--- src/rtl/pcs66_pkg.sv ---
// rtl/pcs66_pkg.sv - shared types and constants for the 64b/66b PCS transmit scheduler
package pcs66_pkg;

  typedef enum logic [1:0] {
    DISABLED = 2'd0,
    RUN      = 2'd1,
    PAUSE    = 2'd2
  } state_t;

  localparam logic [1:0] SYNC_DATA  = 2'b01;
  localparam logic [1:0] SYNC_CTRL  = 2'b10;
  localparam int         SCR_W      = 58;
  localparam logic [7:0] IDLE_BLOCK = 8'h1E;

  // Only 01 and 10 are legal sync headers; 00 and 11 flag a malformed block.
  function automatic logic hdr_is_bad(input logic [1:0] hdr);
    return !((hdr == SYNC_DATA) || (hdr == SYNC_CTRL));
  endfunction

endpackage

--- src/rtl/scr58_core.sv ---
// rtl/scr58_core.sv - x^58+x^39+1 self-synchronising payload scrambler, 64 bits per block
module scr58_core
  import pcs66_pkg::*;
#(
  parameter logic [SCR_W-1:0] SEED = '0
) (
  input  logic             CLK,
  input  logic             reset_n,
  input  logic             load,
  input  logic [SCR_W-1:0] seed_val,
  input  logic             advance,
  input  logic             bypass,
  input  logic [63:0]      din,
  output logic [63:0]      dout
);

  logic [SCR_W-1:0] s;
  logic [38:0]      scr_lo;
  logic [18:0]      scr_mid;
  logic [5:0]       scr_hi;

  // Bits 0..38 tap only the previous block; upper bits also feed back from this block's low bits.
  assign scr_lo  = din[38:0]  ^ s[57:19]      ^ s[38:0];
  assign scr_mid = din[57:39] ^ scr_lo[18:0]  ^ s[57:39];
  assign scr_hi  = din[63:58] ^ scr_lo[24:19] ^ scr_lo[5:0];

  assign dout = bypass ? din : {scr_hi, scr_mid, scr_lo};

  // State is the last 58 scrambled bits; it keeps running even when the output is bypassed.
  always_ff @(posedge CLK or negedge reset_n) begin
    if (!reset_n) begin
      s <= SEED;
    end else if (load) begin
      s <= seed_val;
    end else if (advance) begin
      s <= {scr_hi, scr_mid, scr_lo[38:6]};
    end
  end

endmodule

--- src/rtl/pcs66_tx_sched.sv ---
// rtl/pcs66_tx_sched.sv - 64b/66b lane transmit scheduler with idle insertion and gearbox pause slots
module pcs66_tx_sched
  import pcs66_pkg::*;
#(
  parameter int               PAUSE_PERIOD = 32,
  parameter logic [63:0]      IDLE_PAYLOAD = {56'h0, IDLE_BLOCK},
  parameter logic [SCR_W-1:0] SEED         = '0
) (
  input  logic             CLK,
  input  logic             reset_n,
  input  logic             enable,
  input  logic             bypass,
  input  logic             seed_load,
  input  logic [SCR_W-1:0] seed_val,
  input  logic             in_valid,
  output logic             in_ready,
  input  logic [1:0]       in_hdr,
  input  logic [63:0]      in_data,
  output logic             out_valid,
  output logic [1:0]       out_hdr,
  output logic [63:0]      out_data,
  output logic             idle_ins,
  output logic [15:0]      blk_cnt,
  output logic             err_hdr
);

  localparam int             PCW       = $clog2(PAUSE_PERIOD);
  localparam logic [PCW-1:0] PCNT_LAST = PCW'(PAUSE_PERIOD - 1);

  state_t         state;
  logic [PCW-1:0] pcnt;
  logic           bypass_q;
  logic           emit;
  logic [1:0]     blk_hdr;
  logic [63:0]    blk_data;
  logic [63:0]    scr_dout;

  assign in_ready = (state == RUN);
  assign emit     = (state == RUN) && enable;
  assign blk_hdr  = in_valid ? in_hdr  : SYNC_CTRL;
  assign blk_data = in_valid ? in_data : IDLE_PAYLOAD;

  scr58_core #(
    .SEED (SEED)
  ) u_scr (
    .CLK      (CLK),
    .reset_n  (reset_n),
    .load     (seed_load && (state == DISABLED)),
    .seed_val (seed_val),
    .advance  (emit),
    .bypass   (bypass_q),
    .din      (blk_data),
    .dout     (scr_dout)
  );

  // Lane FSM: one block per RUN cycle, a single idle slot after every PAUSE_PERIOD blocks.
  always_ff @(posedge CLK or negedge reset_n) begin
    if (!reset_n) begin
      state     <= DISABLED;
      pcnt      <= '0;
      bypass_q  <= 1'b0;
      out_valid <= 1'b0;
      out_hdr   <= 2'b00;
      out_data  <= 64'h0;
      idle_ins  <= 1'b0;
      blk_cnt   <= 16'h0;
      err_hdr   <= 1'b0;
    end else begin
      out_valid <= 1'b0;
      idle_ins  <= 1'b0;
      case (state)
        DISABLED: begin
          bypass_q <= bypass;
          if (enable) begin
            state <= RUN;
            pcnt  <= '0;
          end
        end
        RUN: begin
          if (!enable) begin
            state <= DISABLED;
          end else begin
            out_valid <= 1'b1;
            out_hdr   <= blk_hdr;
            out_data  <= scr_dout;
            idle_ins  <= !in_valid;
            blk_cnt   <= blk_cnt + 16'd1;
            if (in_valid && hdr_is_bad(in_hdr)) begin
              err_hdr <= 1'b1;
            end
            if (pcnt == PCNT_LAST) begin
              state <= PAUSE;
              pcnt  <= '0;
            end else begin
              pcnt <= pcnt + 1'b1;
            end
          end
        end
        PAUSE: begin
          state <= enable ? RUN : DISABLED;
        end
        default: begin
          state <= DISABLED;
        end
      endcase
    end
  end

endmodule
--- config.mk ---
export PLATFORM = sky130hd
export DESIGN_NAME = pcs66_tx_sched
export DESIGN_NICKNAME = d
export VERILOG_FILES = /design/src/rtl/pcs66_pkg.sv /design/src/rtl/scr58_core.sv /design/src/rtl/pcs66_tx_sched.sv
export SDC_FILE = /design/constraint.sdc
export NUM_CORES = 1
export LEC_CHECK = 0
export ABC_AREA = 0
export CORE_MARGIN = 8
export CORE_UTILIZATION = 53
export CTS_CLUSTER_DIAMETER = 40
export CTS_CLUSTER_SIZE = 8
export DETAILED_ROUTE_END_ITERATION = 8
export PLACE_DENSITY_LB_ADDON = 0.2
export SYNTH_ARGS = -nofsm -noshare
export SYNTH_HDL_FRONTEND = slang
export SYNTH_SLANG_ARGS = --single-unit
--- constraint.sdc ---
create_clock -name CLK -period 3.37 [get_ports CLK]
set_input_delay 0.674 -clock CLK [delete_from_list [all_inputs] [get_ports CLK]]
set_output_delay 0.674 -clock CLK [all_outputs]
set_load 0.01 [all_outputs]
==> results.sh <==
export IMPL_internal_power_uw=5680
export IMPL_drt_vias_per_instance=5.62
export IMPL_layout_cells_most_common="clkdlybuf4s50_1"
export IMPL_ir_worst_vdd_uv=471
export IMPL_holdBufCountCts=0
export IMPL_grt_pass1_wl_um=39800
export IMPL_post_synth_edffs=0
export IMPL_first_global_vias=7032
export IMPL_rows=45
export IMPL_cellLeakagePower_uw=0.00458
export IMPL_total_power_uw=9060
export IMPL_cts_tree="built"
export IMPL_finalClockSkew_ns=0.00781
export IMPL_clk_latency_ns=0.43
export IMPL_area_growth_synth_to_final_pct=34.9
export IMPL_r2r_slack_ns=1.23
export IMPL_routed_wirelength_um=25600
export IMPL_die_width_um=140
export IMPL_power_density_cell_area_mw_per_mm2=821
export IMPL_p_clk_share_pct=22.3
export IMPL_fin_worst_hold_slack_ns=0.247
export IMPL_gates_resized_cts_repair=0
export IMPL_core_area_mm2=0.0151
export IMPL_synth_ff_latch_count=151
export IMPL_num_fill_cells=1123
export IMPL_critPathRequiredTime_ns=2.70
export IMPL_achievable_frequency_ghz=0.422
export IMPL_cts_root_buf="clkbuf_16"
export IMPL_clk_path_buf_depth=2
export IMPL_final_cell_mix="clkdlybuf4s50_1, dfrtp_1, xnor2_1, nand2_1, o21ai_0"
export IMPL_switching_share_pct=37.3
export IMPL_detail_route_antenna_nets=0
export IMPL_cts_setup_buffers=0
export IMPL_synth_sequential_area_ratio_pct=46.2
export IMPL_largest_net_degree_at_the_start_of_global_routing=168
export IMPL_report_final_hold_viol_count=0
export IMPL_die_h_um=140
export IMPL_grt_setup_unrepaired="false"
export IMPL_synthArstFlopShare_pct=100
export IMPL_max_slew_margin_pct=50.7
export IMPL_die_footprint_mm2=0.0197
export IMPL_grt_overflow=0
export IMPL_max_cap_viol_count=0
export IMPL_drcViolationCount=0
export IMPL_start_util_pct=54.0
export IMPL_endpoint_kind="primary output"
export IMPL_grt_antenna_before_repair=3
export IMPL_synth_fp_nets=983
export IMPL_worst_slew_pin_slew_ns=0.737
export IMPL_syn_area_mm2=0.00818
export IMPL_min_path_type="input pin to asynchronous set/reset pin"
export IMPL_place_congestion=0.877
export IMPL_route_vias_total=6986
export IMPL_critical_path_class="flip-flop to primary output"
export IMPL_clk_pin_slew_ns=0.06
export IMPL_final_period_utilization_pct=70.3
export IMPL_placement_io_buffers=215
export IMPL_finalWorstPathRequiredPeriod_ns=2.37
export IMPL_dp_hpwl_um=18300
export IMPL_synth_cell_types=40
export IMPL_run_status="completed"
export IMPL_seq_power_share_pct=34.2
export IMPL_global_route_usage_total_pct=26.3
export IMPL_numClockSinks=151
export IMPL_post_synth_inst_count=850
export IMPL_dr_first_iter_drc_count=576
export IMPL_critPathArrivalTime_ns=1.70
export IMPL_routedWlPerCell_um=20.6
export IMPL_slew_viol_final=0
export IMPL_r2r_worst_path_cells=6
export IMPL_final_net_count=1174
export IMPL_placed_cell_area_mm2=0.0104
export IMPL_power_switching_uw=3380
export IMPL_regToRegStartpoint="state[0]"
export IMPL_synthFlopType="dfrtp_1"
export IMPL_firstDrtPassIters=5
export IMPL_synthesis_yosys_warnings=0
export IMPL_drive_above_1_share_pct=4.66
export IMPL_timing_critical_path_from_type="flip-flop"
export IMPL_crit_path_max_fo=9
export IMPL_final_setup_violations=0
export IMPL_htreeDepth=4
export IMPL_postLayoutCellArea_mm2=0.0110
export IMPL_tritoncts_num_buffers=17
export IMPL_power_share_combinational_pct=43.5
export IMPL_worst_r2r_endpoint="u_scr.s[5]"
export IMPL_io_pin_count=216
export IMPL_avgSynthCellArea_um2=9.62
export IMPL_totalNegativeSetupSlack_ns=0
export IMPL_share_of_the_core_filled_with_cells_in_the_final_layout_pct=72.9
[cell families after synthesis]
family                   count (synthesis)  synth area share, %
multiplexers                             2                0.260
AO/OA/AOI/OAI                          215                 15.4
flip-flops                             151                 46.2
adder cells (fa/ha/maj)                  3                0.459
AND/OR/NAND/NOR                        220                 11.7
buffers and inverters                   57                 3.47
XOR/XNOR                               202                 22.5
[how the worst max path moves through the flow]
stage	from	end	slack, ns	depth (start not counted)
final	state[0]	in_ready	1.0	2
after global placement	enable	u_scr.s[22]	0.68	7
after detailed placement	enable	u_scr.s[5]	0.63	7
after floorplan	in_valid	out_data[58]	1.75	6
after global routing	state[0]	in_ready	0.91	2
after CTS	state[0]	in_ready	0.97	2
[area by class of cell]
class                      instances  area, µm²  area share, %
antenna                            2       5.00         0.0454
clock buffer                      22        474           4.30
clock inverter                     8        146           1.33
inverter                           3       11.3          0.102
multi-input combinational        642       4120           37.3
sequential                       151       3780           34.2
tap                              188        235           2.13
timing repair buffer             226       2270           20.6
[power groups by stage]
| stage | clock, µW | combinational (µW) | sequential [µW] |
|---|---|---|---|
| after floorplan | 0 | 2340 | 3050 |
| after global routing | 2120 | 4280 | 3170 |
| after CTS | 2040 | 3940 | 3080 |
| final | 2020 | 3940 | 3100 |
| after global placement | 0 | 3870 | 3090 |
| after detailed placement | 0 | 3900 | 3090 |
[metrics by stage]
step / worst slack (ns) / std cells
floorplan: 1.75 / 850
global placement: 0.676 / 1210
global route: 0.909 / 1242
detailed placement: 0.631 / 1210
finish: 1.00 / 1242
CTS: 0.968 / 1240
[cell usage after synthesis (2+ instances only)]
cell type | n | area share, %
dfrtp_1 | 151 | 46
xnor2_1 | 127 | 14
nand2_1 | 117 | 5.4
o21ai_0 | 82 | 5.0
xor2_1 | 70 | 7.5
nor2_1 | 67 | 3.1
a22oi_1 | 58 | 5.3
a21oi_1 | 26 | 1.6
clkbuf_1 | 25 | 1.1
o22ai_1 | 25 | 1.9
buf_2 | 20 | 1.2
o21ai_1 | 20 | 1.2
nand2b_1 | 10 | 0.76
nand4_1 | 5 | 0.38
and2_1 | 4 | 0.31
buf_4 | 4 | 0.37
buf_6 | 4 | 0.55
nand3_1 | 4 | 0.24
xnor3_1 | 4 | 1.1
and3_1 | 3 | 0.23
ha_1 | 3 | 0.46
inv_1 | 2 | 0.092
nor3_1 | 2 | 0.12
[critical path, stage by stage (launching register included)]
cell and delay (ns):
dfrtp_1 0.56, nor2b_1 0.18, clkdlybuf4s50_1 0.54
[routing by layer]
layer	global-route usage, %	up-vias	wire [µm]
met5	0	-	11
met2	41.0	323	11800
met4	9.71	2	740
met1	34.5	3358	10800
li1	-	3253	-
met3	6.93	50	2270
[state kept, by name, summed over array words and instances (netlist names)]
register and cells:
out_data 64, u_scr.s 58, blk_cnt 16, pcnt 5, out_hdr 2, state 2, bypass_q 1, err_hdr 1
idle_ins 1, out_valid 1
(Power assumes the default switching activity.)
